**config.mk**
```make
export PLATFORM = sky130hd
export DESIGN_NAME = ext_pipe
export DESIGN_NICKNAME = d
export VERILOG_FILES = /design/src/rtl/ext_pipe.sv
export SDC_FILE = /design/constraint.sdc
export NUM_CORES = 1
export LEC_CHECK = 0
export ABC_AREA = 1
export CORE_MARGIN = 3
export CORE_UTILIZATION = 51
export DETAILED_ROUTE_END_ITERATION = 8
export HOLD_SLACK_MARGIN = 0.08
export PLACE_DENSITY = 0.8
export SYNTH_ARGS = -nofsm -noshare
export SYNTH_HDL_FRONTEND = slang
export SYNTH_SLANG_ARGS = --single-unit
export TNS_END_PERCENT = 10
```
**constraint.sdc**
```tcl
create_clock -name clk -period 2.7 [get_ports clk]
set_clock_uncertainty 0.05 [all_clocks]
set_input_delay 0.405 -clock clk [delete_from_list [all_inputs] [get_ports clk]]
set_output_delay 0.405 -clock clk [all_outputs]
set_load 0.02 [all_outputs]
```
**src/rtl/ext_pipe.sv**
```systemverilog
// ext_pipe: registered immediate extender for the MIPS decode stage.
// It accepts a raw immediate and an extension mode over valid/ready. The
// extended operand appears one cycle later from a 2-entry skid buffer, so
// upstream stalls never drop an entry.
//
// Modes (ext_type):
//   000 zero-extend
//   001 sign-extend
//   010 upper (lui)
//   011 sign-extend, then <<2
//   100 zero-extend, then <<2
//   101/110/111 illegal: data=0, err=1
//
// Ports:
//   clk, reset         rising-edge clock; synchronous active-high reset
//   flush              squashes all buffered entries
//   in_valid/in_ready  upstream handshake; imm, ext_type are the request
//   out_valid/out_ready downstream handshake; out_data, out_err are the result
//   err_cnt            saturating count of accepted illegal modes
//
// Optional feature macro: EXT_ERRCNT_EN enables the err_cnt counter.
// When the macro is undefined, err_cnt is tied to zero.
module ext_pipe #(
  parameter int IMM_W    = 16,
  parameter int OUT_W    = 32,
  parameter int ERRCNT_W = 8
) (
  input  logic                clk,
  input  logic                reset,
  input  logic                flush,
  input  logic                in_valid,
  output logic                in_ready,
  input  logic [IMM_W-1:0]    imm,
  input  logic [2:0]          ext_type,
  output logic                out_valid,
  input  logic                out_ready,
  output logic [OUT_W-1:0]    out_data,
  output logic                out_err,
  output logic [ERRCNT_W-1:0] err_cnt
);

  typedef enum logic [1:0] {EMPTY, ONE, TWO} state_t;

  state_t state, state_nx;

  logic [OUT_W-1:0] out_data_p1, skid_data_p1, ext_data_p0;
  logic             out_err_p1, skid_err_p1, ext_err_p0;
  logic             acc, pop, load_out, load_skid, move_skid;

  function automatic logic ext_illegal(input logic [2:0] t);
    return (t > 3'b100);
  endfunction

  function automatic logic [OUT_W-1:0] ext_value(input logic [IMM_W-1:0] i,
                                                 input logic [2:0]       t);
    logic signed [OUT_W-1:0] s;
    logic        [OUT_W-1:0] z;
    logic        [OUT_W-1:0] r;
    s = {{(OUT_W-IMM_W){i[IMM_W-1]}}, i};
    z = {{(OUT_W-IMM_W){1'b0}}, i};
    case (t)
      3'b000:  r = z;
      3'b001:  r = s;
      3'b010:  r = {i, {(OUT_W-IMM_W){1'b0}}};
      3'b011:  r = s <<< 2;
      3'b100:  r = z << 2;
      default: r = '0;
    endcase
    return r;
  endfunction

  // Stage p0: combinational decode of the incoming request
  assign ext_data_p0 = ext_value(imm, ext_type);
  assign ext_err_p0  = ext_illegal(ext_type);

  // Ready comes from the state register alone, so it never depends on out_ready.
  assign in_ready  = (state != TWO);
  assign out_valid = (state != EMPTY);
  assign acc       = in_valid & in_ready & ~flush;
  assign pop       = out_valid & out_ready;

  always_comb begin
    state_nx  = state;
    load_out  = 1'b0;
    load_skid = 1'b0;
    move_skid = 1'b0;
    if (flush) begin
      state_nx = EMPTY;
    end else begin
      case (state)
        EMPTY: if (acc) begin
          state_nx = ONE;
          load_out = 1'b1;
        end
        ONE: begin
          if (acc && pop) begin
            load_out = 1'b1;
          end else if (acc) begin
            state_nx  = TWO;
            load_skid = 1'b1;
          end else if (pop) begin
            state_nx = EMPTY;
          end
        end
        TWO: if (pop) begin
          state_nx  = ONE;
          move_skid = 1'b1;
        end
        default: state_nx = EMPTY;
      endcase
    end
  end

  always_ff @(posedge clk) begin
    if (reset) state <= EMPTY;
    else       state <= state_nx;
  end

  // Stage p1: output register and skid entry
  always_ff @(posedge clk) begin
    if (reset) begin
      out_data_p1 <= '0;
      out_err_p1  <= 1'b0;
    end else if (load_out) begin
      out_data_p1 <= ext_data_p0;
      out_err_p1  <= ext_err_p0;
    end else if (move_skid) begin
      out_data_p1 <= skid_data_p1;
      out_err_p1  <= skid_err_p1;
    end
  end

  always_ff @(posedge clk) begin
    if (load_skid) begin
      skid_data_p1 <= ext_data_p0;
      skid_err_p1  <= ext_err_p0;
    end
  end

  assign out_data = out_data_p1;
  assign out_err  = out_err_p1;

`ifdef EXT_ERRCNT_EN
  logic [ERRCNT_W-1:0] err_cnt_p1;

  // Counts at input transfer; acc already excludes flush cycles.
  always_ff @(posedge clk) begin
    if (reset)
      err_cnt_p1 <= '0;
    else if (acc && ext_err_p0 && (err_cnt_p1 != {ERRCNT_W{1'b1}}))
      err_cnt_p1 <= err_cnt_p1 + 1'b1;
  end

  assign err_cnt = err_cnt_p1;
`else
  assign err_cnt = '0;
`endif

endmodule

```
==> flow_metrics.py, run 1 <==
metrics = {
    "detailed_routing": {
        "first_pass_iters": 5,
        "routed_via_density": 5.19,
        "ant_nets": 0,
        "routedWlPerCell_um": 13.6,
        "vias": 2883,
        "drc": 0,
        "wl_um": 7570,
        "drtIter0Drc": 272,
    },
    "final_layout": {
        "layout_common_cells": "nand2_1, nand3_1, nor2_1",
        "area_growth_pct": 23.2,
        "diodes": 0,
        "final_common_cell": "nand2_1",
        "drive_gt1_frac": 0.0624,
        "nFillCells": 522,
        "utilization": 0.662,
        "final_cells": 556,
        "layout.nets": 500,
    },
    "power_and_ir_drop": {
        "pwr-share-clk": 0.354,
        "p_sw_mw": 0.589,
        "p_seq_frac": 0.494,
        "swShare": 0.257,
        "vdd_ir_drop_max_uv": 371,
        "comb_power_share": 0.151,
        "p_leak_nw": 1.77,
        "power_mw": 2.29,
        "internal_power_mw": 1.70,
        "p_per_area_nw_per_um2": 571,
    },
    "yosys": {
        "synthCells": 426,
        "synth_edf_count": 33,
        "async_reset_ff_frac": 0,
        "synth.avg_cell_area_um2": 7.65,
        "syn-cell-area_um2": 3260,
        "ys_seq_area_frac": 0.519,
        "ys_types": 22,
        "ys_warn_count": 0,
        "ys.flop_type": "dfxtp_1",
        "synth.ff_latch_count": 68,
    },
    "critical_path": {
        "end_kind": "primary output",
        "crit_chain": "inv_1, nor2_4, inv_1, clkdlybuf4s50_1",
        "crit_slowest_cell": "clkdlybuf4s50_1",
        "critPathArrivalTime_ns": 1.86,
        "critPathTopFamily": "buffers and inverters",
        "path_common_cell": "inv_1",
        "path_buf_inv": 3,
        "crit_type": "flop to primary output",
        "required_ns": 2.25,
        "crit_path_start_kind": "flop",
        "cp_slowest_stage_delay_ns": 0.55,
        "cp_max_fo": 19,
    },
    "cts": {
        "cts_setup_buffers": 0,
        "cts_resized": 0,
        "cts_sinks": 68,
        "path_clk_slew_ns": 0.07,
        "htree_levels": 3,
        "clk_latency_ns": 0.34,
        "ctsLongestPathBuffers": 2,
        "root_buffer": "clkbuf_8",
        "hold_buffers": 0,
        "cts_tree": "built",
        "cts_made_buffers": 9,
    },
    "global_routing": {
        "grt_overflow": 0,
        "first_global_vias": 2757,
        "antenna_found_initial": 0,
        "grt_usage": 0.218,
        "grt_start_max_net_pins": 63,
        "grt_pass1_wl_um": 12600,
    },
    "floorplanning": {
        "design.core.area_um2": 6060,
        "start_util": 0.537,
        "dieArea_um2": 7380,
        "die_w_um": 85.9,
        "num_rows": 28,
        "io_pins": 67,
        "die_h_um": 85.9,
    },
    "sta": {
        "finalSetupViolations": 0,
        "fin_setup_tns_ns": 0,
        "timing.final.crit_share": 0.858,
        "slew_viol_final": 0,
        "finalHoldViolCount": 0,
        "worst_slew_pin_slew_ns": 0.647,
        "period_needed_ns": 2.32,
        "rsz0062_at_grt": "no",
        "fmax_mhz": 432,
        "max_slew_margin": 0.567,
    },
    "outcome": {
        "status": "complete, no violations",
    },
    "place": {
        "dpl.cell_count": 540,
        "routabilityCongestion": 0.818,
        "io_buffers": 58,
        "dpl.hpwl_um": 5080,
    },
    "job": {
        "maxCapViolations": 0,
    },
    "worst_hold_path": {
        "hold_path_class": "flop to flop",
    },
}
-- metal layers --
layer	GRT usage	wire length, µm
met5	0	0
met4	0.108	152
met3	0.0432	496
met2	0.355	3640
met1	0.276	3290
-- Yosys cell counts, types with 2 or more instances --
| master | n | share of area |
|---|---|---|
| dfxtp_1 | 35 | 0.22 |
| nand2_2 | 2 | 0.0038 |
| nor3_1 | 2 | 0.0031 |
| clkbuf_1 | 2 | 0.0023 |
| a21oi_1 | 3 | 0.0046 |
| edfxtp_1 | 33 | 0.30 |
| nor2_1 | 69 | 0.080 |
| nor2_2 | 4 | 0.0077 |
| buf_2 | 14 | 0.022 |
| nand4_1 | 5 | 0.0096 |
| nand2_1 | 147 | 0.17 |
| nand3_1 | 76 | 0.12 |
| buf_4 | 13 | 0.030 |
| inv_2 | 2 | 0.0023 |
| inv_1 | 12 | 0.014 |
-- final cells by class --
class / count / area [µm²] / share of cell area
clock buffers: 11 / 141 / 0.0352
clock inverters: 5 / 51.3 / 0.0128
inverters: 14 / 52.6 / 0.0131
multi-input cells: 320 / 1350 / 0.337
flip-flops and latches: 68 / 1690 / 0.422
well taps: 75 / 93.8 / 0.0234
repair buffers: 63 / 631 / 0.157
-- worst paths after layout --
check	start	endpoint	slack [ns]	cells after the start
max	state[1]	in_ready	0.38	4
min	out_data[30]	out_data[30]	0.49	4
max reg2reg	state[1]	out_data[0]	0.69	7
min reg2reg	out_data[30]	out_data[30]	0.49	4
-- per-stage QoR --
stage	setup WS, ns	instance area [µm²]	hold slack (ns)
2_1_floorplan	0.174	3280	0.427
3_3_place_gp	0.641	3820	0.487
3_5_place_dp	0.597	3820	0.483
4_1_cts	0.365	4010	0.494
5_1_grt	0.281	4010	0.550
6_report	0.384	4010	0.492
-- worst reg2reg max path, delay by kind of cell (launching register included) --
family,cells,cell delay (ns)
simple gates,5,1.35
flops,1,0.35
buf+inv,2,0.16
-- cell families after synthesis --
kind of cell / share of synthesized area
flops: 0.519
buf+inv: 0.0745
other cells: 0.00115
simple gates: 0.399
compound gates: 0.00614
-- power groups by stage --
stage | Combinational, mW | Clock [mW] | Sequential (mW)
3_5_place_dp | 0.346 | 0 | 1.16
5_1_grt | 0.387 | 0.869 | 1.14
2_1_floorplan | 0.176 | 0 | 1.19
3_3_place_gp | 0.340 | 0 | 1.16
4_1_cts | 0.346 | 0.825 | 1.13
6_report | 0.347 | 0.812 | 1.13
-- sequential cells by signal (all words and copies together), names as in the netlist --
register,flops
out_err,1
out_data,32
skid_data_p1,32
state,2
skid_err_p1,1
Power figures use the tool's default switching activity.
==> inputs of run 2 (changes only) <==
--- a/config.mk
+++ b/config.mk
@@ -11,6 +11,7 @@
 export DETAILED_ROUTE_END_ITERATION = 8
 export HOLD_SLACK_MARGIN = 0.08
 export PLACE_DENSITY = 0.8
+export SLEW_MARGIN = 20
 export SYNTH_ARGS = -nofsm -noshare
 export SYNTH_HDL_FRONTEND = slang
 export SYNTH_SLANG_ARGS = --single-unit
==> results of run 2 <==
No change in the layout: final DEF, timing and power equal those of run 1.
==> inputs of run 3 (changes only) <==
--- a/config.mk
+++ b/config.mk
@@ -11,6 +11,7 @@
 export DETAILED_ROUTE_END_ITERATION = 8
 export HOLD_SLACK_MARGIN = 0.08
 export PLACE_DENSITY = 0.8
+export SETUP_SLACK_MARGIN = 0.2
 export SLEW_MARGIN = 20
 export SYNTH_ARGS = -nofsm -noshare
 export SYNTH_HDL_FRONTEND = slang
==> run 3 against run 2 <==
Effect of this change:
- cell count increased by 0.18%
- routed wire length up 3.0%
- fmax fell by 1.1%
- non-clock buffer count grew 2
- critical path depth unchanged
- power decreased by 3.6%
- largest cell class unchanged
- largest power group unchanged
==> flow_metrics.py, run 3 (same netlist as run 1, synthesis figures left out) <==
metrics = {
    "outcome": {
        "status": "complete, no violations",
    },
    "critical_path": {
        "required_ns": 2.25,
        "cp_max_fo": 19,
        "crit_path_start_kind": "flop",
        "r2r_start": "state[1]",
        "critPathArrivalTime_ns": 1.89,
        "rr_endpoint": "out_data[0]",
        "end_kind": "primary output",
        "crit_type": "flop to primary output",
        "r2r_cells": 7,
        "r2r_slack_ns": 0.67,
    },
    "final_layout": {
        "layout.nets": 502,
        "nFillCells": 536,
        "drive_gt1_frac": 0.0643,
        "layout_common_cells": "nand2_1, nand3_1, nor2_1",
        "diodes": 0,
        "area_growth_pct": 22.6,
        "final_cell_area_um2": 3990,
        "final_common_cell": "nand2_1",
    },
    "global_routing": {
        "grt_start_max_net_pins": 35,
        "first_global_vias": 2745,
        "grt_overflow": 0,
        "antenna_found_initial": 0,
        "grt_usage": 0.220,
        "grt_pass1_wl_um": 12700,
    },
    "detailed_routing": {
        "routedWlPerCell_um": 14.0,
        "wl_um": 7800,
        "vias": 2910,
        "drc": 0,
        "first_pass_iters": 4,
        "routed_via_density": 5.22,
        "ant_nets": 0,
        "drtIter0Drc": 221,
    },
    "sta": {
        "finalHoldViolCount": 0,
        "timing.final.crit_share": 0.867,
        "rsz0062_at_grt": "no",
        "slew_viol_final": 0,
        "period_needed_ns": 2.34,
        "max_slew_margin": 0.560,
        "fmax_mhz": 427,
        "fin_setup_tns_ns": 0,
        "worst_slew_pin_slew_ns": 0.657,
        "finalSetupViolations": 0,
    },
    "floorplanning": {
        "num_rows": 28,
        "dieArea_um2": 7380,
        "die_w_um": 85.9,
        "design.core.area_um2": 6060,
        "start_util": 0.537,
        "io_pins": 67,
        "die_h_um": 85.9,
    },
    "cts": {
        "hold_buffers": 0,
        "cts_sinks": 68,
        "htree_levels": 3,
        "cts_setup_buffers": 0,
        "cts_resized": 0,
        "path_clk_slew_ns": 0.07,
        "cts_tree": "built",
        "root_buffer": "clkbuf_8",
        "ctsLongestPathBuffers": 2,
        "clk_latency_ns": 0.33,
        "cts_made_buffers": 9,
    },
    "power_and_ir_drop": {
        "p_leak_nw": 1.77,
        "p_per_area_nw_per_um2": 554,
        "power_mw": 2.21,
        "vdd_ir_drop_max_uv": 323,
    },
    "place": {
        "dpl.hpwl_um": 5460,
        "io_buffers": 58,
        "routabilityCongestion": 0.824,
        "place_area_um2": 3820,
    },
    "worst_hold_path": {
        "whs_endpoint": "out_data[18]",
        "hold_path_class": "flop to flop",
        "worstHoldPathCells": 4,
        "hold_path.startpoint": "out_data[18]",
    },
    "job": {
        "maxCapViolations": 0,
    },
}
==> run 3: cell count changes in the layout (fill, tap and decap cells not counted), sizes merged <==
cell	delta
bufinv	-1
clkinv	-1
clkbuf	+2
clkinvlp	-1
buf	+2
==> run 3: worst max path at each step <==
stage          startpoint          endpoint  slack [ns]  cells past startpoint
6_report         state[1]          in_ready        0.36                      4
5_1_grt          state[1]          in_ready        0.21                      4
4_1_cts          state[1]          in_ready        0.34                      4
3_5_place_dp        flush  skid_data_p1[23]        0.60                      5
3_3_place_gp        flush  skid_data_p1[18]        0.63                      5
2_1_floorplan   out_ready   skid_data_p1[0]        0.71                      3
==> run 3: where the power goes <==
part           leakage [nW]  total, mW  internal (mW)  switching, mW
Combinational          1.08      0.348          0.142          0.206
Sequential            0.594       1.13           1.12         0.0177
Clock                0.0893      0.729          0.376          0.352
Total                  1.77       2.21           1.63          0.576
==> run 3: routing by layer <==
layer  routed length, µm  global-route usage  up-vias
met3                 452              0.0365       19
met1                3480               0.284     1318
met5                   0                   0        -
met2                3670               0.357      108
li1                    -                   -     1465
met4                 192               0.109        0
==> run 3: metrics by stage <==
step	setup slack, ns	utilization	std cells	hold slack [ns]
after global placement	0.633	0.631	542	0.485
after global routing	0.208	0.659	557	0.527
final	0.359	0.659	557	0.496
after CTS	0.337	0.659	557	0.501
after detailed placement	0.600	0.631	542	0.489
after floorplan	0.714	-	433	0.427
==> run 3: final cells by class <==
class,instances,area (µm²),area share
repair buffers,65,633,0.159
multi-input cells,320,1350,0.339
clock inverters,2,10.0,0.00251
well taps,75,93.8,0.0235
clock buffers,13,159,0.0398
flip-flops and latches,68,1690,0.424
inverters,14,52.6,0.0132
==> run 3: critical path: stages, from the launching register on <==
cell             delay, ns
dfxtp_1               0.36
inv_1                 0.14
nor2_4                0.42
inv_1                 0.08
clkdlybuf4s50_1       0.55
